**src/rtl/axi_lite_regfile.sv**
```systemverilog
// AXI4-Lite slave register file: NUM_REGS word registers, each read/write or read-only
// (sourced from i_status), with byte strobes, SLVERR decode and per-register write pulses.
module axi_lite_regfile #(
    parameter int                    ADDR_WIDTH  = 32,
    parameter int                    DATA_WIDTH  = 32,
    parameter int                    NUM_REGS    = 8,
    parameter logic [NUM_REGS-1:0]   RO_MASK     = '0,
    parameter logic [DATA_WIDTH-1:0] RESET_VALUE = '0
) (
    input  logic                           i_axi_clk,
    input  logic                           i_axi_rst,
    input  logic                           i_awvalid,
    input  logic [ADDR_WIDTH-1:0]          i_awaddr,
    output logic                           o_awready,
    input  logic                           i_wvalid,
    output logic                           o_wready,
    input  logic [DATA_WIDTH-1:0]          i_wdata,
    input  logic [DATA_WIDTH/8-1:0]        i_wstrb,
    output logic                           o_bvalid,
    input  logic                           i_bready,
    output logic [1:0]                     o_bresp,
    input  logic                           i_arvalid,
    output logic                           o_arready,
    input  logic [ADDR_WIDTH-1:0]          i_araddr,
    output logic                           o_rvalid,
    input  logic                           i_rready,
    output logic [1:0]                     o_rresp,
    output logic [DATA_WIDTH-1:0]          o_rdata,
    output logic [NUM_REGS*DATA_WIDTH-1:0] o_regs,
    input  logic [NUM_REGS*DATA_WIDTH-1:0] i_status,
    output logic [NUM_REGS-1:0]            o_wr_stb
);

    localparam int STRB = DATA_WIDTH / 8;
    localparam int ALSB = $clog2(STRB);
    localparam int IDXW = (NUM_REGS > 1) ? $clog2(NUM_REGS) : 1;
    localparam logic [1:0] RESP_OKAY   = 2'b00;
    localparam logic [1:0] RESP_SLVERR = 2'b10;

    typedef enum logic [1:0] {W_IDLE, W_COMMIT, W_RESP} w_state_e;

    w_state_e                state_q, state_d;
    logic                    aw_held_q, aw_held_d;
    logic                    w_held_q, w_held_d;
    logic [ADDR_WIDTH-1:0]   awaddr_q, awaddr_d;
    logic [DATA_WIDTH-1:0]   wdata_q, wdata_d;
    logic [STRB-1:0]         wstrb_q, wstrb_d;
    logic                    bvalid_q, bvalid_d;
    logic [1:0]              bresp_q, bresp_d;
    logic [DATA_WIDTH-1:0]   regs_q [NUM_REGS];
    logic [DATA_WIDTH-1:0]   regs_d [NUM_REGS];
    logic                    rvalid_q, rvalid_d;
    logic [1:0]              rresp_q, rresp_d;
    logic [DATA_WIDTH-1:0]   rdata_q, rdata_d;
    logic [NUM_REGS-1:0]     wr_stb;

    logic [ADDR_WIDTH-1:0]   w_word, r_word;
    logic [IDXW-1:0]         w_idx, r_idx;
    logic                    w_in_range, r_in_range, w_ok;

    assign w_word     = awaddr_q >> ALSB;
    assign r_word     = i_araddr >> ALSB;
    assign w_idx      = w_word[IDXW-1:0];
    assign r_idx      = r_word[IDXW-1:0];
    assign w_in_range = (w_word < ADDR_WIDTH'(NUM_REGS));
    assign r_in_range = (r_word < ADDR_WIDTH'(NUM_REGS));
    assign w_ok       = w_in_range && !RO_MASK[w_idx];

    always_comb begin
        state_d   = state_q;
        aw_held_d = aw_held_q;
        w_held_d  = w_held_q;
        awaddr_d  = awaddr_q;
        wdata_d   = wdata_q;
        wstrb_d   = wstrb_q;
        bvalid_d  = bvalid_q;
        bresp_d   = bresp_q;
        regs_d    = regs_q;
        o_awready = 1'b0;
        o_wready  = 1'b0;
        wr_stb    = '0;
        case (state_q)
            W_IDLE: begin
                o_awready = !aw_held_q;
                o_wready  = !w_held_q;
                if (i_awvalid && !aw_held_q) begin
                    aw_held_d = 1'b1;
                    awaddr_d  = i_awaddr;
                end
                if (i_wvalid && !w_held_q) begin
                    w_held_d = 1'b1;
                    wdata_d  = i_wdata;
                    wstrb_d  = i_wstrb;
                end
                if (aw_held_q && w_held_q) begin
                    state_d = W_COMMIT;
                end
            end
            W_COMMIT: begin
                // An all-zero strobe to a writable register is still a committed write.
                if (w_ok) begin
                    for (int b = 0; b < STRB; b++) begin
                        if (wstrb_q[b]) begin
                            regs_d[w_idx][b*8 +: 8] = wdata_q[b*8 +: 8];
                        end
                    end
                    wr_stb[w_idx] = 1'b1;
                    bresp_d       = RESP_OKAY;
                end else begin
                    bresp_d = RESP_SLVERR;
                end
                bvalid_d  = 1'b1;
                aw_held_d = 1'b0;
                w_held_d  = 1'b0;
                state_d   = W_RESP;
            end
            W_RESP: begin
                if (i_bready) begin
                    bvalid_d = 1'b0;
                    state_d  = W_IDLE;
                end
            end
            default: state_d = W_IDLE;
        endcase
    end

    always_comb begin
        rvalid_d = rvalid_q;
        rresp_d  = rresp_q;
        rdata_d  = rdata_q;
        if (!rvalid_q && i_arvalid) begin
            rvalid_d = 1'b1;
            if (r_in_range) begin
                rresp_d = RESP_OKAY;
                rdata_d = RO_MASK[r_idx] ? i_status[int'(r_idx)*DATA_WIDTH +: DATA_WIDTH]
                                         : regs_q[r_idx];
            end else begin
                rresp_d = RESP_SLVERR;
                rdata_d = '0;
            end
        end else if (rvalid_q && i_rready) begin
            rvalid_d = 1'b0;
        end
    end

    always_ff @(posedge i_axi_clk) begin
        if (i_axi_rst) begin
            state_q   <= W_IDLE;
            aw_held_q <= 1'b0;
            w_held_q  <= 1'b0;
            awaddr_q  <= '0;
            wdata_q   <= '0;
            wstrb_q   <= '0;
            bvalid_q  <= 1'b0;
            bresp_q   <= RESP_OKAY;
            rvalid_q  <= 1'b0;
            rresp_q   <= RESP_OKAY;
            rdata_q   <= '0;
            for (int n = 0; n < NUM_REGS; n++) begin
                regs_q[n] <= RESET_VALUE;
            end
        end else begin
            state_q   <= state_d;
            aw_held_q <= aw_held_d;
            w_held_q  <= w_held_d;
            awaddr_q  <= awaddr_d;
            wdata_q   <= wdata_d;
            wstrb_q   <= wstrb_d;
            bvalid_q  <= bvalid_d;
            bresp_q   <= bresp_d;
            rvalid_q  <= rvalid_d;
            rresp_q   <= rresp_d;
            rdata_q   <= rdata_d;
            regs_q    <= regs_d;
        end
    end

    assign o_arready = !rvalid_q;
    assign o_rvalid  = rvalid_q;
    assign o_rresp   = rresp_q;
    assign o_rdata   = rdata_q;
    assign o_bvalid  = bvalid_q;
    assign o_bresp   = bresp_q;
    assign o_wr_stb  = wr_stb;

    for (genvar n = 0; n < NUM_REGS; n++) begin : g_regs_out
        assign o_regs[n*DATA_WIDTH +: DATA_WIDTH] = RO_MASK[n] ? '0 : regs_q[n];
    end

endmodule
```
**config.mk**
```make
export PLATFORM = sky130hd
export DESIGN_NAME = axi_lite_regfile
export DESIGN_NICKNAME = d
export VERILOG_FILES = /design/src/rtl/axi_lite_regfile.sv
export SDC_FILE = /design/constraint.sdc
export NUM_CORES = 1
export LEC_CHECK = 0
export ABC_AREA = 1
export BUFFER_PORTS_ARGS = -buffer_cell sky130_fd_sc_hd__buf_4
export CAP_MARGIN = 10
export CORE_AREA = 2 2 263 265
export DETAILED_ROUTE_END_ITERATION = 12
export DIE_AREA = 0 0 265 267
export PLACE_DENSITY_LB_ADDON = 0.05
export SYNTH_ARGS = -nofsm -noshare
export SYNTH_HDL_FRONTEND = slang
export SYNTH_SLANG_ARGS = --single-unit
```
**constraint.sdc**
```tcl
create_clock -name i_axi_clk -period 1.69 [get_ports i_axi_clk]
set_input_delay 0.338 -clock i_axi_clk [delete_from_list [all_inputs] [get_ports i_axi_clk]]
set_output_delay 0.338 -clock i_axi_clk [all_outputs]
set_load 0.01 [all_outputs]
```
After elaboration in Yosys (flattened, before gate mapping)
Memory sizes are Yosys's and may differ from the RTL's. A register that Yosys moved wholly into a read port is not among the register bits.
Cells that the tools add are included.

operators by class
  $lt $le $gt $ge = 8
  equal/unequal tests = 6
  shift operators = 1
  multiplexer cells = 50
  bitwise logic cells = 2
  reduce and logical (&&, ||, !) cells = 23

operator list
  kind                   count
  $mux W256              10
  $bwmux W256            4
  $demux W32 S3          4
  $shiftx A256 B9 Y32    1
  $mux W32               5
  $bmux W32 S3           1
  $lt A30 B4 Y1 const B  2
  $mux W24               1
  $mux W8                3
  $mux W16               1
  $reduce_and A2 Y1      7
  $mux W1                10
  $ge A4 B4 Y1 const B   2
  $logic_and A1 B1 Y1    8
  $lt A3 B4 Y1 const B   2
  $mux W2                4
  $ne A2 B2 Y1 const B   4
  $not A3 Y4             2
  $mux W3                2
  $pmux W1 S2            3
  $pmux W2 S3            1
  $reduce_bool A2 Y1     3
  $logic_not A1 Y1       4
  $lt A4 B1 Y1 const B   1
  5 further kinds        5

word-level totals
  register bits = 366
  ROM bits = 16
  bits of input ports = 363
  memories = 2

memory list
  memory           words  bits a word  rd ports  clocked after memory_dff  wr ports  line  RTL
  (no name shown)  8      1            1         0                         0         135   rdata_d = RO_MASK[r_idx] ? i_status[int'(r_idx)*DATA_WIDTH +: DATA_WIDTH]
  (no name shown)  8      1            1         1                         0         67    assign w_ok = w_in_range && !RO_MASK[w_idx];

Depth between registers and ports, before layout
Gate-level depths: netlist of run 1.

  depth in word-level cells = 19
  depth in mapped cells = 11
  depth with buffers taken out = 10

Least setup slack after synthesis of run 1
No wires, ideal clock.

  path kind = flip-flop to output port
  start = register awaddr_q[3]
  end = output o_wr_stb[6]
  arrival = 1.538 ns
  slack = -0.186 ns
  stages on the path, launching flop included = 7
  cell sequence = dfxtp_1 > buf_4 > inv_2 > nor3_4 > buf_2 > inv_1 > nor2_1

between the ends
  cells in the longest elaborated chain, start to end = 6

RTL lines
  what                                                                   line  RTL
  from (decl)                                                            45    logic [ADDR_WIDTH-1:0] awaddr_q, awaddr_d;
  from (signal assigned)                                                 166   awaddr_q <= awaddr_d;
  parallel branches: the longest is 4 deep, another holds $lt A30 B4 Y1  -
  $mux W8 *                                                              101   if (w_ok) begin
  $mux W8 *                                                              82    case (state_q)
  to (decl)                                                              31    output logic [NUM_REGS-1:0] o_wr_stb

Every way passes the cells marked *.

Worst setup path in the final report of run 1
  start = register awaddr_q[21]
  end = output o_wr_stb[4]

between the ends
  cells in the longest elaborated chain, start to end = 4

RTL lines
  what                 line  RTL
  $lt A30 B4 Y1        65    assign w_in_range = (w_word < ADDR_WIDTH'(NUM_REGS));
  $logic_and A1 B1 Y1  67
  $mux W8              101
  $mux W8              82

No other way between the ends.

==> results of run 1 <==
==> area by class of cell <==
type	instances	share of cell area
Tap cell	882	0.0398
Sequential cell	362	0.262
Clock inverter	9	0.00447
Clock buffer	73	0.0517
Timing Repair Buffer	663	0.235
Antenna cell	4	0.000361
Inverter	567	0.0780
Multi-Input combinational cell	1836	0.328
==> layer usage <==
| metal | share of wire | vias up | GRT usage |
|---|---|---|---|
| met3 | 0.086 | 137 | 0.0753 |
| met5 | 0.00089 | - | 0 |
| met1 | 0.44 | 9462 | 0.321 |
| met2 | 0.44 | 656 | 0.386 |
| met4 | 0.030 | 14 | 0.0731 |
| li1 | - | 10300 | - |
==> through the flow <==
stage,hold WS [ns],utilization,std cells
after floorplan,0.444,-,2962
after global placement,0.456,0.354,4213
after detailed placement,0.457,0.354,4213
after CTS,0.000871,0.401,4385
after global routing,0.0378,0.407,4392
final,0.0328,0.408,4396
==> layout by cell type (no fill, tap or decap), types with 3 or more instances in the layout <==
master,count
buf_6,32
bufinv_16,3
nor2_1,341
clkinv_1,33
o21ai_0,126
dlygate4sd3_1,32
nand3_1,132
dfxtp_1,350
and2_1,5
nor2_4,12
clkbuf_1,10
a21oi_1,133
inv_1,520
nor2_2,13
inv_2,9
diode_2,4
nand4_1,257
and2_0,13
buf_8,11
clkbuf_8,16
nand2_1,622
clkbuf_16,47
buf_4,498
dfxtp_2,12
clkinv_2,5
nand3_4,31
nor3_4,8
buf_16,18
nand2_2,127
inv_8,4
nor3_1,4
buf_12,72
==> flip-flops by register name (all words and copies together), names as in the netlist, 2 cells and up <==
signal / cells
awaddr_q: 30
o_rdata: 32
o_regs: 256
state_q: 2
wdata_q: 32
wstrb_q: 4
==> timing repair <==
item,4_1_cts,5_1_grt
endpoints found under the hold margin,33,0
endpoints found under the setup margin,266,311
pin swaps,280,122
setup buffers,39,12
hold buffers,32,0
gates cloned,19,0
resized for setup,118,144
==> power groups by stage <==
| stage | Clock (mW) | Sequential (mW) | Combinational (mW) |
|---|---|---|---|
| final | 10.3 | 8.82 | 2.97 |
| after global routing | 10.8 | 8.83 | 3.21 |
| after CTS | 10.6 | 8.81 | 2.96 |
| after detailed placement | 0 | 8.99 | 2.86 |
| after global placement | 0 | 8.99 | 2.85 |
| after floorplan | 0 | 8.94 | 1.50 |
==> critical path: cells and delay by family, from the launching register on <==
kind / cells / cell delay [ns]
buffers and inverters: 3 / 0.47
flip-flops: 1 / 0.32
AND/OR/NAND/NOR: 5 / 0.57
==> worst min path at each step <==
stage | slack [ns] | end | cells past startpoint | from
floorplan | 0.44 | awaddr_q[28] | 2 | awaddr_q[28]
global placement | 0.46 | o_rdata[5] | 2 | o_rdata[5]
detailed placement | 0.46 | state_q[0] | 2 | aw_held_q
CTS | 0.0009 | awaddr_q[8] | 3 | i_awaddr[8]
global route | 0.04 | wdata_q[9] | 3 | i_wdata[9]
finish | 0.03 | awaddr_q[30] | 3 | i_awaddr[30]
==> kinds of logic after synthesis <==
kind of cell	share of synthesized area
and+or+nand+nor	0.385
buffers and inverters	0.163
DFF	0.383
AOI/OAI and AO/OA	0.0690
other	0.000198
==> results by group, run 1 <==
Setup path
  – Critical path arrival: slightly below 2 ns
  – Critical path cell sequence: nor2_2 -> nand2_1 -> buf_4 -> nor2_2 -> nand4_1 -> buf_12 -> nor2_4 -> buf_6
  – FF-to-FF End: o_regs[79]
  – CP max stage delay: approximately 0.32 ns
  – CP max FO: 8
  – R2r startpoint: state_q[0]
  – Most frequent CP cell: nor2_2
  – Setup crit start: awaddr_q[21]
  – FF-to-FF path depth: 18
  – Worst setup SP type: flip-flop
  – Worst Setup EP: o_wr_stb[4]
  – Critical path class: reg2out
  – Crit end category: output port
  – Flop-to-flop setup slack: -0.55 ns
  – Crit path max-delay cell type: dfxtp_2
  – WP data required: between 1 and 1.5 ns

Yosys
  – Commonest cells in the netlist: 750 x nand2_1, 529 x inv_1, 364 x nor2_1
  – Sequential share of the synthesized area: 0.383
  – Syn_area_per_cell: roughly 6.4 um^2
  – Dominant cell by count in the synthesized netlist: nand2_1
  – Flop and latch count out of synthesis: roughly 360
  – Synth top area share: 0.383
  – Synth warn: 0
  – Main flop type after synthesis: dfxtp_1
  – Post-synth EDFFs: 0
  – Synth area leaders: dfxtp_1 38%, nand2_1 15%, inv_1 10%
  – Asr flop ratio synth: 0
  – Post-Syn Area: about 19000 um^2
  – Yosys cell types: 29
  – Cells after Synth: between 2k and 3k
  – Synth area leader: dfxtp_1

GRT
  – Antenna violations before repair: 10
  – First-pass GRT wire length: ~130000 um
  – GRT Total Usage: 0.245
  – Largest net degree at the start of global routing: 74
  – GRT Residual Overflow: 0
  – Vias in the first global route: between 15k and 20k

Detailed routing
  – Antenna Violating Nets Remaining: 0
  – Routed wire length: between 80000 and 90000 um
  – Drt pass-1 iters: 7
  – DR vias: approximately 21k
  – Drt drc: 0
  – 1st-iter DRT viols: ~1.3k
  – Routed WL per cell: roughly 20 um
  – Via/cell ratio: about 4.7

Floorplanning
  – FP Rows: 96
  – Initial core utilization: 0.278
  – Chip width: around 270 um
  – Die area: ~71000 um^2
  – Io pins: 668
  – Die height: 267 um
  – Core footprint: 68000 um^2

Layout
  – Synth-to-Final Area Change: 46.4%
  – Layout cell share with drive strength beyond 1: 0.264
  – Multi-input gate area: roughly 9100 um^2
  – Fin nets: roughly 3.8k
  – FF/Latch Area: around 7300 um^2
  – Post-route cell area: between 20000 and 30000 um^2
  – FILL cells: about 7.2k

Clocking
  – Clk buf depth: 3
  – CTS tree: done
  – Clock Latency Late Sink: ~0.59 ns
  – H-Tree Depth: 2
  – Sink Count: between 300 and 400
  – Clock root buffer master: clkbuf_16
  – Worst-path clk slew: approximately 0.060 ns
  – Cts bufs inserted: 46

Timing
  – Worst-Margin Slew: roughly 0.5 ns
  – Setup WS post-layout: -0.620 ns
  – Final Hold Viols: 0
  – Final Slew Violations: 0
  – Final setup viols: between 200 and 300
  – Setup TNS: -128.82 ns
  – RSZ-0062 raised after global routing: yes
  – Clock Skews: ~0.031 ns
  – FMAX: roughly 430 MHz
  – Min cycle time layout: about 2.3 ns
  – Tcrit/Tclk final: 1.37
  – Slew headroom: 0.669

Power
  – Power Total: ~22 mW
  – Internal Pwr Total: about 16 mW
  – Net Sw Power: 6.11 mW
  – Maximum vdd drop: 0.603 mV
  – Static Leak: ~13 nW
  – Comb power frac: 0.134
  – Sequential power share: 0.399
  – Switching share of power: 0.277
  – PwrDens: between 700 and 800 nW/um^2
  – Clock share of power: 0.466

Placed design
  – Placer congestion estimate: 0.883
  – Port-buffer cells: 405
  – Area of placed instances: between 20000 and 25000 um^2
  – Worst slack, placed: -0.274 ns
  – DP HPWL: between 60000 and 70000 um

Status
  – Status: complete, but fails checks
  – Failing checks: setup timing

Flow run
  – Max_cap viols: 0

Min path
  – Hold Crit Class: in2reg
No activity file was read; power rests on OpenSTA's default activity.
==> run 2: changes to the inputs <==
==> constraint.sdc (replaced) <==
create_clock -name i_axi_clk -period 2.2 [get_ports i_axi_clk]
set_input_delay 0.44 -clock i_axi_clk [delete_from_list [all_inputs] [get_ports i_axi_clk]]
set_output_delay 0.44 -clock i_axi_clk [all_outputs]
set_load 0.01 [all_outputs]
==> run 2 against run 1 <==
  * The run still ends with setup timing left
  * Non-clock buffer count shrank 163
  * Wire length shrank 2.3%
  * Cell count shrank 4.0%
  * Register-to-register slack gained 0.63 ns
  * Sequential share of layout area grew 3.0 points
  * Clock-buffer cell count shrank 4
  * Clock power shrank 30%
  * Die area is the same
  * Power shrank 28%
  * Critical path depth shrank 1
  * Flip-flop and latch count is the same
  * Largest cell class unchanged
==> results by group, run 2 (synthesis results as in run 1) <==
Detailed routing
  – Routed wire length: ~87000 um
  – Via/cell ratio: 4.70
  – Drt drc: 0
  – 1st-iter DRT viols: 1247
  – Drt pass-1 iters: 5
  – Routed WL per cell: 20.5 um
  – DR vias: 19.8k
  – Antenna Violating Nets Remaining: 0

Setup path
  – WP data required: 1.76 ns
  – Crit path max-delay cell type: dfxtp_2
  – CP max stage delay: roughly 0.32 ns
  – Critical path arrival: 1.87 ns
  – Worst setup SP type: flip-flop
  – Buf/Inv on CP: 2
  – Critical path cell sequence: nor2_2 -> nand2_1 -> nor3_2 -> nand4_1 -> buf_6 -> nor2_4 -> buf_6
  – Most frequent CP cell: buf_6
  – Critical path class: reg2out
  – Crit end category: output port
  – CP max FO: 8
  – Crit path max-delay family: simple AND/OR/NAND/NOR gates

Floorplanning
  – Die area: around 71000 um^2
  – FP Rows: between 90 and 100
  – Die height: about 270 um
  – Io pins: between 600 and 700
  – Core footprint: slightly below 70000 um^2
  – Initial core utilization: 0.278
  – Chip width: roughly 270 um

Layout
  – Final Non-Filler Cells: 4221
  – Largest register FFs: approximately 260
  – Synth-to-Final Area Change: 31.4%
  – FF/Latch Area: ~7300 um^2
  – Most common cell after layout, fill and taps aside: nand2_1
  – FILL cells: ~7.4k
  – Layout cell share with drive strength beyond 1: 0.189
  – Fin nets: 3676
  – Ant. Diodes: 0
  – Multi-input gate area: between 8000 and 9000 um^2
  – Most frequent cells in the layout: 745 x nand2_1, 527 x inv_1, 452 x buf_4

Clocking
  – Cts bufs inserted: 46
  – H-Tree Depth: 2
  – CTS tree: done
  – Sink Count: approximately 360
  – Post-CTS Hold Buffers: 0
  – Clk buf depth: 3
  – Clock root buffer master: clkbuf_16
  – Worst-path clk slew: around 0.050 ns
  – Clock Latency Late Sink: approximately 0.59 ns

Status
  – Failing checks: setup timing
  – Status: complete, but fails checks

Timing
  – Setup WS post-layout: -0.110 ns
  – Worst-Margin Slew: ~0.69 ns
  – FMAX: 433 MHz
  – Tcrit/Tclk final: 1.05
  – Final setup viols: 8
  – Slew headroom: 0.537
  – Min cycle time layout: ~2.3 ns
  – Clock Skews: roughly 0.022 ns
  – Final Hold Viols: 0
  – Final Slew Violations: 0
  – RSZ-0062 raised after global routing: yes
  – Worst hold slack: around 0.063 ns

GRT
  – GRT Total Usage: 0.237
  – Vias in the first global route: 19.1k
  – GRT Residual Overflow: 0
  – First-pass GRT wire length: between 100000 and 150000 um
  – Antenna violations before repair: 7
  – Largest net degree at the start of global routing: 68

Power
  – Static Leak: approximately 12 nW
  – PwrDens: approximately 640 nW/um^2
  – Maximum vdd drop: slightly below 0.5 mV

Flow run
  – Max_cap viols: 0

Placed design
  – DP HPWL: 61200 um
  – Placed instance count: between 4k and 5k
  – Worst slack, placed: 0.130 ns
  – Placer congestion estimate: 0.824
  – Port-buffer cells: slightly above 400

Min path
  – Hold Crit Class: in2reg
run 2: report_power, final:
| part | switching [mW] | internal, mW | total, mW | leakage [nW] |
|---|---|---|---|---|
| sequential | 0.0958 | 6.68 | 6.78 | 2.93 |
| combinational | 1.41 | 0.572 | 1.98 | 7.99 |
| clock | 3.09 | 4.13 | 7.23 | 0.670 |
| total | 4.60 | 11.4 | 16.0 | 11.6 |
run 2: area by class of cell:
class / count / area share
inverter: 567 / 0.0860
sequential: 362 / 0.292
clock inverter: 5 / 0.00186
tap: 882 / 0.0444
timing repair buffer: 500 / 0.172
clock buffer: 69 / 0.0534
multi-input combinational: 1836 / 0.350
run 2: worst paths after layout:
path,cells after the start,endpoint,startpoint,slack (ns)
setup reg to reg,15,o_regs[7],state_q[0],0.08
hold reg to reg,2,o_rdata[17],o_rdata[17],0.46
setup / recovery,7,o_wr_stb[2],awaddr_q[13],-0.11
hold / removal,2,o_bvalid,i_bready,0.06
run 2: worst reg2reg max path, delay by kind of cell, from the launching register on:
kind	cells	cell delay [ns]
AND/OR/NAND/NOR	8	0.78
buffers and inverters	7	0.90
flip-flops	1	0.33
run 2: stage by stage:
stage                      util  setup TNS (ns)  power, mW  area (um^2)
final                     0.366          -0.720       16.0        24900
after global routing      0.366           -2.77       16.7        24900
after CTS                 0.361           -1.23       16.2        24600
after detailed placement  0.340               0       8.89        23100
after global placement    0.340               0       8.88        23100
after floorplan               -               0       7.99        18900
run 2: metal layers:
layer	vias up	routed length [um]	global-route usage
met3	137	8750	0.0853
met4	12	2510	0.0736
met1	9118	37100	0.298
met2	672	38200	0.379
met5	-	79	0
li1	9893	-	-
run 2: timing repair:
| action | CTS | global route |
|---|---|---|
| gates resized for setup | 22 | 26 |
| cloned | 0 | 4 |
| buffers inserted | 2 | 10 |
| pin swaps | 8 | 3 |
| endpoints found under the setup margin | 8 | 124 |
